<file path="src/rtl/sram_arbiter.sv">
// sram_arbiter
//
// Round-robin access controller placed between two requesters (A, B) and
// a single-port 8x8 synchronous SRAM. After reset it zero-fills the whole
// memory, then serves one request at a time. Each access takes four
// cycles: IDLE (grant), ACCESS (drive memory), CAPTURE (read data
// returns), and DONE (ack pulse).
//
// Ports
//   clk, rst                 clock, synchronous active-high reset
//   a_req/a_we/a_addr/a_wdata  requester A command, held until a_ack
//   b_req/b_we/b_addr/b_wdata  requester B command, held until b_ack
//   a_ack, b_ack             one-cycle completion pulse per requester
//   a_rdata, b_rdata         last read result per requester
//   mem_we/mem_addr/mem_wdata  memory command; the SRAM registers it
//   mem_rdata                memory read data, one cycle after mem_addr
//   busy                     high whenever the controller is not in IDLE
//
// All outputs come straight from registers. Each memory-side register is
// loaded on the edge that enters a state, with the value that state must
// present.

module sram_arbiter #(
    parameter int AW = 3,
    parameter int DW = 8
) (
    input  logic          clk,
    input  logic          rst,
    input  logic          a_req,
    input  logic          a_we,
    input  logic [AW-1:0] a_addr,
    input  logic [DW-1:0] a_wdata,
    input  logic          b_req,
    input  logic          b_we,
    input  logic [AW-1:0] b_addr,
    input  logic [DW-1:0] b_wdata,
    output logic          a_ack,
    output logic          b_ack,
    output logic [DW-1:0] a_rdata,
    output logic [DW-1:0] b_rdata,
    output logic          mem_we,
    output logic [AW-1:0] mem_addr,
    output logic [DW-1:0] mem_wdata,
    input  logic [DW-1:0] mem_rdata,
    output logic          busy
);

    typedef enum logic [2:0] {
        S_CLEAR,
        S_IDLE,
        S_ACCESS,
        S_CAPTURE,
        S_DONE
    } state_t;

    state_t        state_reg;
    logic [AW-1:0] clr_cnt_reg;
    logic          ptr_reg;     // round-robin pointer: 0 = A, 1 = B
    logic          grant_reg;   // port being served: 0 = A, 1 = B
    logic          we_reg;      // latched direction of the served request
    logic [1:0]    ack_reg;
    logic          busy_reg;
    logic          mem_we_reg;
    logic [AW-1:0] mem_addr_reg;
    logic [DW-1:0] mem_wdata_reg;
    logic [DW-1:0] rdata_reg [2];

    // Per-port views of the request inputs, indexed by port id.
    logic [1:0]    req_vec;
    logic [1:0]    we_vec;
    logic [AW-1:0] addr_vec  [2];
    logic [DW-1:0] wdata_vec [2];
    logic          win_next;

    assign req_vec      = {b_req, a_req};
    assign we_vec       = {b_we, a_we};
    assign addr_vec[0]  = a_addr;
    assign addr_vec[1]  = b_addr;
    assign wdata_vec[0] = a_wdata;
    assign wdata_vec[1] = b_wdata;

    // A lone requester always wins; the pointer only decides ties.
    always_comb begin
        win_next = ptr_reg;
        if (req_vec == 2'b01) begin
            win_next = 1'b0;
        end else if (req_vec == 2'b10) begin
            win_next = 1'b1;
        end
    end

    always_ff @(posedge clk) begin
        if (rst) begin
            state_reg     <= S_CLEAR;
            clr_cnt_reg   <= '0;
            ptr_reg       <= 1'b0;
            grant_reg     <= 1'b0;
            we_reg        <= 1'b0;
            ack_reg       <= '0;
            busy_reg      <= 1'b1;
            // The first clear write (address 0) is presented straight
            // out of reset.
            mem_we_reg    <= 1'b1;
            mem_addr_reg  <= '0;
            mem_wdata_reg <= '0;
        end else begin
            // The memory command and the acks are quiet unless the state
            // being entered says otherwise.
            ack_reg       <= '0;
            mem_we_reg    <= 1'b0;
            mem_addr_reg  <= '0;
            mem_wdata_reg <= '0;
            case (state_reg)
                S_CLEAR: begin
                    if (clr_cnt_reg == '1) begin
                        state_reg   <= S_IDLE;
                        busy_reg    <= 1'b0;
                        clr_cnt_reg <= '0;
                    end else begin
                        clr_cnt_reg  <= clr_cnt_reg + 1'b1;
                        mem_we_reg   <= 1'b1;
                        mem_addr_reg <= clr_cnt_reg + 1'b1;
                    end
                end
                S_IDLE: begin
                    if (|req_vec) begin
                        state_reg     <= S_ACCESS;
                        busy_reg      <= 1'b1;
                        grant_reg     <= win_next;
                        we_reg        <= we_vec[win_next];
                        ptr_reg       <= ~win_next;
                        mem_we_reg    <= we_vec[win_next];
                        mem_addr_reg  <= addr_vec[win_next];
                        mem_wdata_reg <= wdata_vec[win_next];
                    end
                end
                S_ACCESS: begin
                    state_reg <= S_CAPTURE;
                end
                S_CAPTURE: begin
                    state_reg          <= S_DONE;
                    ack_reg[grant_reg] <= 1'b1;
                end
                S_DONE: begin
                    state_reg <= S_IDLE;
                    busy_reg  <= 1'b0;
                end
                default: begin
                    state_reg   <= S_CLEAR;
                    clr_cnt_reg <= '0;
                    busy_reg    <= 1'b1;
                    mem_we_reg  <= 1'b1;
                end
            endcase
        end
    end

    // In CAPTURE the SRAM returns the word addressed during ACCESS.
    always_ff @(posedge clk) begin
        if (rst) begin
            for (int i = 0; i < 2; i++) begin
                rdata_reg[i] <= '0;
            end
        end else if (state_reg == S_CAPTURE && !we_reg) begin
            rdata_reg[grant_reg] <= mem_rdata;
        end
    end

    assign a_ack     = ack_reg[0];
    assign b_ack     = ack_reg[1];
    assign a_rdata   = rdata_reg[0];
    assign b_rdata   = rdata_reg[1];
    assign mem_we    = mem_we_reg;
    assign mem_addr  = mem_addr_reg;
    assign mem_wdata = mem_wdata_reg;
    assign busy      = busy_reg;

endmodule

</file>
<file path="config.mk">
export PLATFORM = sky130hd
export DESIGN_NAME = sram_arbiter
export DESIGN_NICKNAME = d
export VERILOG_FILES = /design/src/rtl/sram_arbiter.sv
export SDC_FILE = /design/constraint.sdc
export NUM_CORES = 1
export LEC_CHECK = 0
export ABC_CLOCK_PERIOD_IN_PS = 2180
export CORE_ASPECT_RATIO = 0.5
export CORE_MARGIN = 4
export CORE_UTILIZATION = 43
export CTS_CLUSTER_DIAMETER = 60
export DETAILED_ROUTE_END_ITERATION = 10
export PLACE_DENSITY = 0.78
export RECOVER_POWER = 100
export SETUP_SLACK_MARGIN = 0.05
export SLEW_MARGIN = 20
export SYNTH_ARGS = -nofsm -noshare
export SYNTH_HDL_FRONTEND = slang
export SYNTH_SLANG_ARGS = --single-unit
</file>
<file path="constraint.sdc">
create_clock -name clk -period 2.18 [get_ports clk]
set_input_delay 0.218 -clock clk [delete_from_list [all_inputs] [get_ports clk]]
set_output_delay 0.218 -clock clk [all_outputs]
set_load 0.02 [all_outputs]
</file>
==> summary.md <==
| Metric | Value |
|---|---|
| Outcome | completed |
| WL final | 3930 um |
| Area Growth Syn to Fin | 47.2% |
| Post-synth top flop | dfxtp_1 |
| Placer Congestion | 0.750 |
| Reg-to-Reg Start | state_reg[0] |
| Hold-fix buffers at CTS | 0 |
| Worst VDD drop | roughly 0.36 mV |
| Post-CTS Setup Repair Bufs | 0 |
| Final period utilization | 83.7% |
| Post-CTS sizing | 0 |
| CTS H-Tree Depth | 2 |
| Min cycle time layout | 1.82 ns |
| Die Wd | around 96 um |
| Worst Setup Start Kind | input pin |
| TritonCTS Buffers | 5 |
| # nets final | 259 |
| Final hold violation count | 0 |
| # DRC | 0 |
| Worst R2R Path Depth | 4 |
| Hold wc startpoint | clr_cnt_reg[1] |
| Mean post-synth cell area | 11.3 um2 |
| Max-cap viol count | 0 |
| Worst-skew pair later-pin latency | 0.29 ns |
| First-pass GRT wire length | 5920 um |
| Row count | 15 |
| Syn Inst Count | roughly 150 |
| DP HPWL | 2980 um |
| Die ar. | 5030 um2 |
| RSZ-0062 raised after global routing | false |
| Worst Setup SP | rst |
| Kind of end point of the critical path | flop |
| All-Layer GR Usage | approximately 16% |
| Diodes inserted | 0 |
| Worst hold slack | 0.468 ns |
| Hold Crit Depth | 2 |
| Hold Path End | clr_cnt_reg[1] |
| Num Clock Sinks | 40 |
| Clock-pin slew on the worst setup and hold paths | 0.07 ns |
| Vias in the first global route | 1230 |
| Worst Max-Slew Pin Slew | 0.604 ns |
| Worst EP arrival | 1.78 ns |
| CP Max Fanout | 8 |
| Final setup TNS | 0 ns |
| Via density per instance | 4.93 |
| Hold WC Path Type | flop to flop |
| Crit Path Class | input pin to flop |
| Vias post-DR | 1347 |
| Reg2Reg Capture Point | rdata_reg[0][5] |
| Initial cell density of the core | between 40% and 50% |
| Asr flop ratio synth | 0% |
| Largest register FFs | 16 |
| Syn Std Cell Area | about 1700 um2 |
| Netlist cell types | 40 |
| Clk_skew | 0.00488 ns |
| Core outline area | 3580 um2 |
| Remaining Overflow, GRT | 0 |
| TritonCTS clock tree | built |
| Root buffer selected by CTS | clkbuf_8 |
| Fmax | roughly 0.55 GHz |
| Layout cells sized above 1 | 4.95% |
| Routed Antenna Nets | 0 |
| Pin count of the biggest net entering global routing | 16 |
| PortBufs | 66 |
| PwrDens | 643 nW/um2 |
| Setup violators final | 0 |
| Initial antenna violation count | 0 |
| Ports | 67 |
| Max-slew headroom | between 50% and 60% |
| Mapped Nets | 187 |
| Synth Warn # | 0 |
| Synth Register Bits | 40 |
| Initial DRC count | 30 |
| Post-synthesis sequential area ratio | between 50 and 60% |
| Die Ht | between 50 and 60 um |
| EDFF count, synth | 16 |
| Clock Tree Buf Depth | 2 |
| LEAKAGE | 0.000995 uW |
| DR WL/cell | 14.4 um |
| Final Max Tran Viols | 0 |
| DR pass1 iterations | 6 |
| Worst Path Required | 2.14 ns |
| Worst reg-to-reg setup slack | 0.38 ns |
[cell type report]
type	count	area (um2)
inverters	4	15.0
clock buffers	5	68.8
clock inverters	3	37.5
repair buffers	71	691
well taps	51	63.8
fillers	283	1110
flip-flops and latches	40	961
multi-input cells	99	633
[power breakdown]
part	switching [uW]	internal, uW
logic	89.9	112
registers	9.87	802
clock network	242	333
[stage by stage]
step                      util, %  worst slack [ns]  std cells  total power [uW]  instance area, um2
after global placement       67.2             0.292        265              1040                2410
after global routing         68.9             0.197        273              1660                2470
after CTS                    70.2             0.504        273              1610                2510
final                        68.9             0.356        273              1590                2470
after detailed placement     67.2             0.256        265              1040                2410
after floorplan                 -             0.615        149               921                1680
[logic make-up (layout without fill, tap and decap cells)]
| kind of cell | count (synthesis) | after routing | share of synthesized area, % |
|---|---|---|---|
| xor gates and xnor gates | 1 | 1 | 0.522 |
| muxes | 11 | 11 | 6.56 |
| adders and majority gates | 3 | 3 | 2.16 |
| DFF | 40 | 40 | 57.3 |
| buffers and inverters | 10 | 83 | 2.76 |
| AOI/OAI and AO/OA | 23 | 23 | 9.47 |
| and+or+nand+nor | 61 | 61 | 21.3 |
[metal layers]
layer  wire length (um)  track usage (%)
met4                 51             5.81
met3                254             5.02
met2               1920             25.5
met5                  0                0
met1               1700             20.4
[critical path, cell delays in order]
cell             delay, ns
clkdlybuf4s50_1       0.42
nor3b_1               0.41
nand2_1               0.18
nor3_1                0.20
or2_1                 0.35
[cells in the final DEF (no fill, tap or decap), types with 4 or more instances in the layout]
| master | Yosys | final |
|---|---|---|
| clkdlybuf4s50_1 | 0 | 34 |
| dlygate4sd3_1 | 0 | 32 |
| dfxtp_1 | 24 | 24 |
| nor2_1 | 18 | 18 |
| edfxtp_1 | 16 | 16 |
| mux2i_1 | 11 | 11 |
| and3_1 | 9 | 9 |
| a21oi_1 | 6 | 6 |
| and2_0 | 0 | 6 |
| nand2_1 | 5 | 5 |
| clkbuf_8 | 0 | 5 |
| nor3_1 | 3 | 4 |
| inv_1 | 3 | 4 |
| nor2b_1 | 4 | 4 |
[how the worst max path moves through the flow]
stage | cells after the start | to
detailed placement | 5 | rdata_reg[0][0]
global placement | 5 | rdata_reg[0][0]
finish | 5 | rdata_reg[0][5]
CTS | 3 | rdata_reg[0][5]
floorplan | 5 | mem_addr[0]
global route | 4 | rdata_reg[0][6]
[synth_stat cells, types with 2 or more instances]
| master | count | area (um2) |
|---|---|---|
| a211oi_1 | 2 | 15.0 |
| a21oi_1 | 6 | 30.0 |
| a31oi_1 | 2 | 12.5 |
| and2_1 | 8 | 50.1 |
| and3_1 | 9 | 56.3 |
| buf_2 | 4 | 20.0 |
| dfxtp_1 | 24 | 480 |
| edfxtp_1 | 16 | 480 |
| ha_1 | 2 | 25.0 |
| inv_1 | 3 | 11.3 |
| mux2i_1 | 11 | 110 |
| nand2_1 | 5 | 18.8 |
| nand2b_1 | 2 | 12.5 |
| nand3_1 | 2 | 10.0 |
| nand3b_1 | 2 | 15.0 |
| nor2_1 | 18 | 67.6 |
| nor2b_1 | 4 | 25.0 |
| nor3_1 | 3 | 15.0 |
| o21ai_0 | 3 | 15.0 |
| o32ai_1 | 3 | 26.3 |
(Power assumes the default switching activity.)
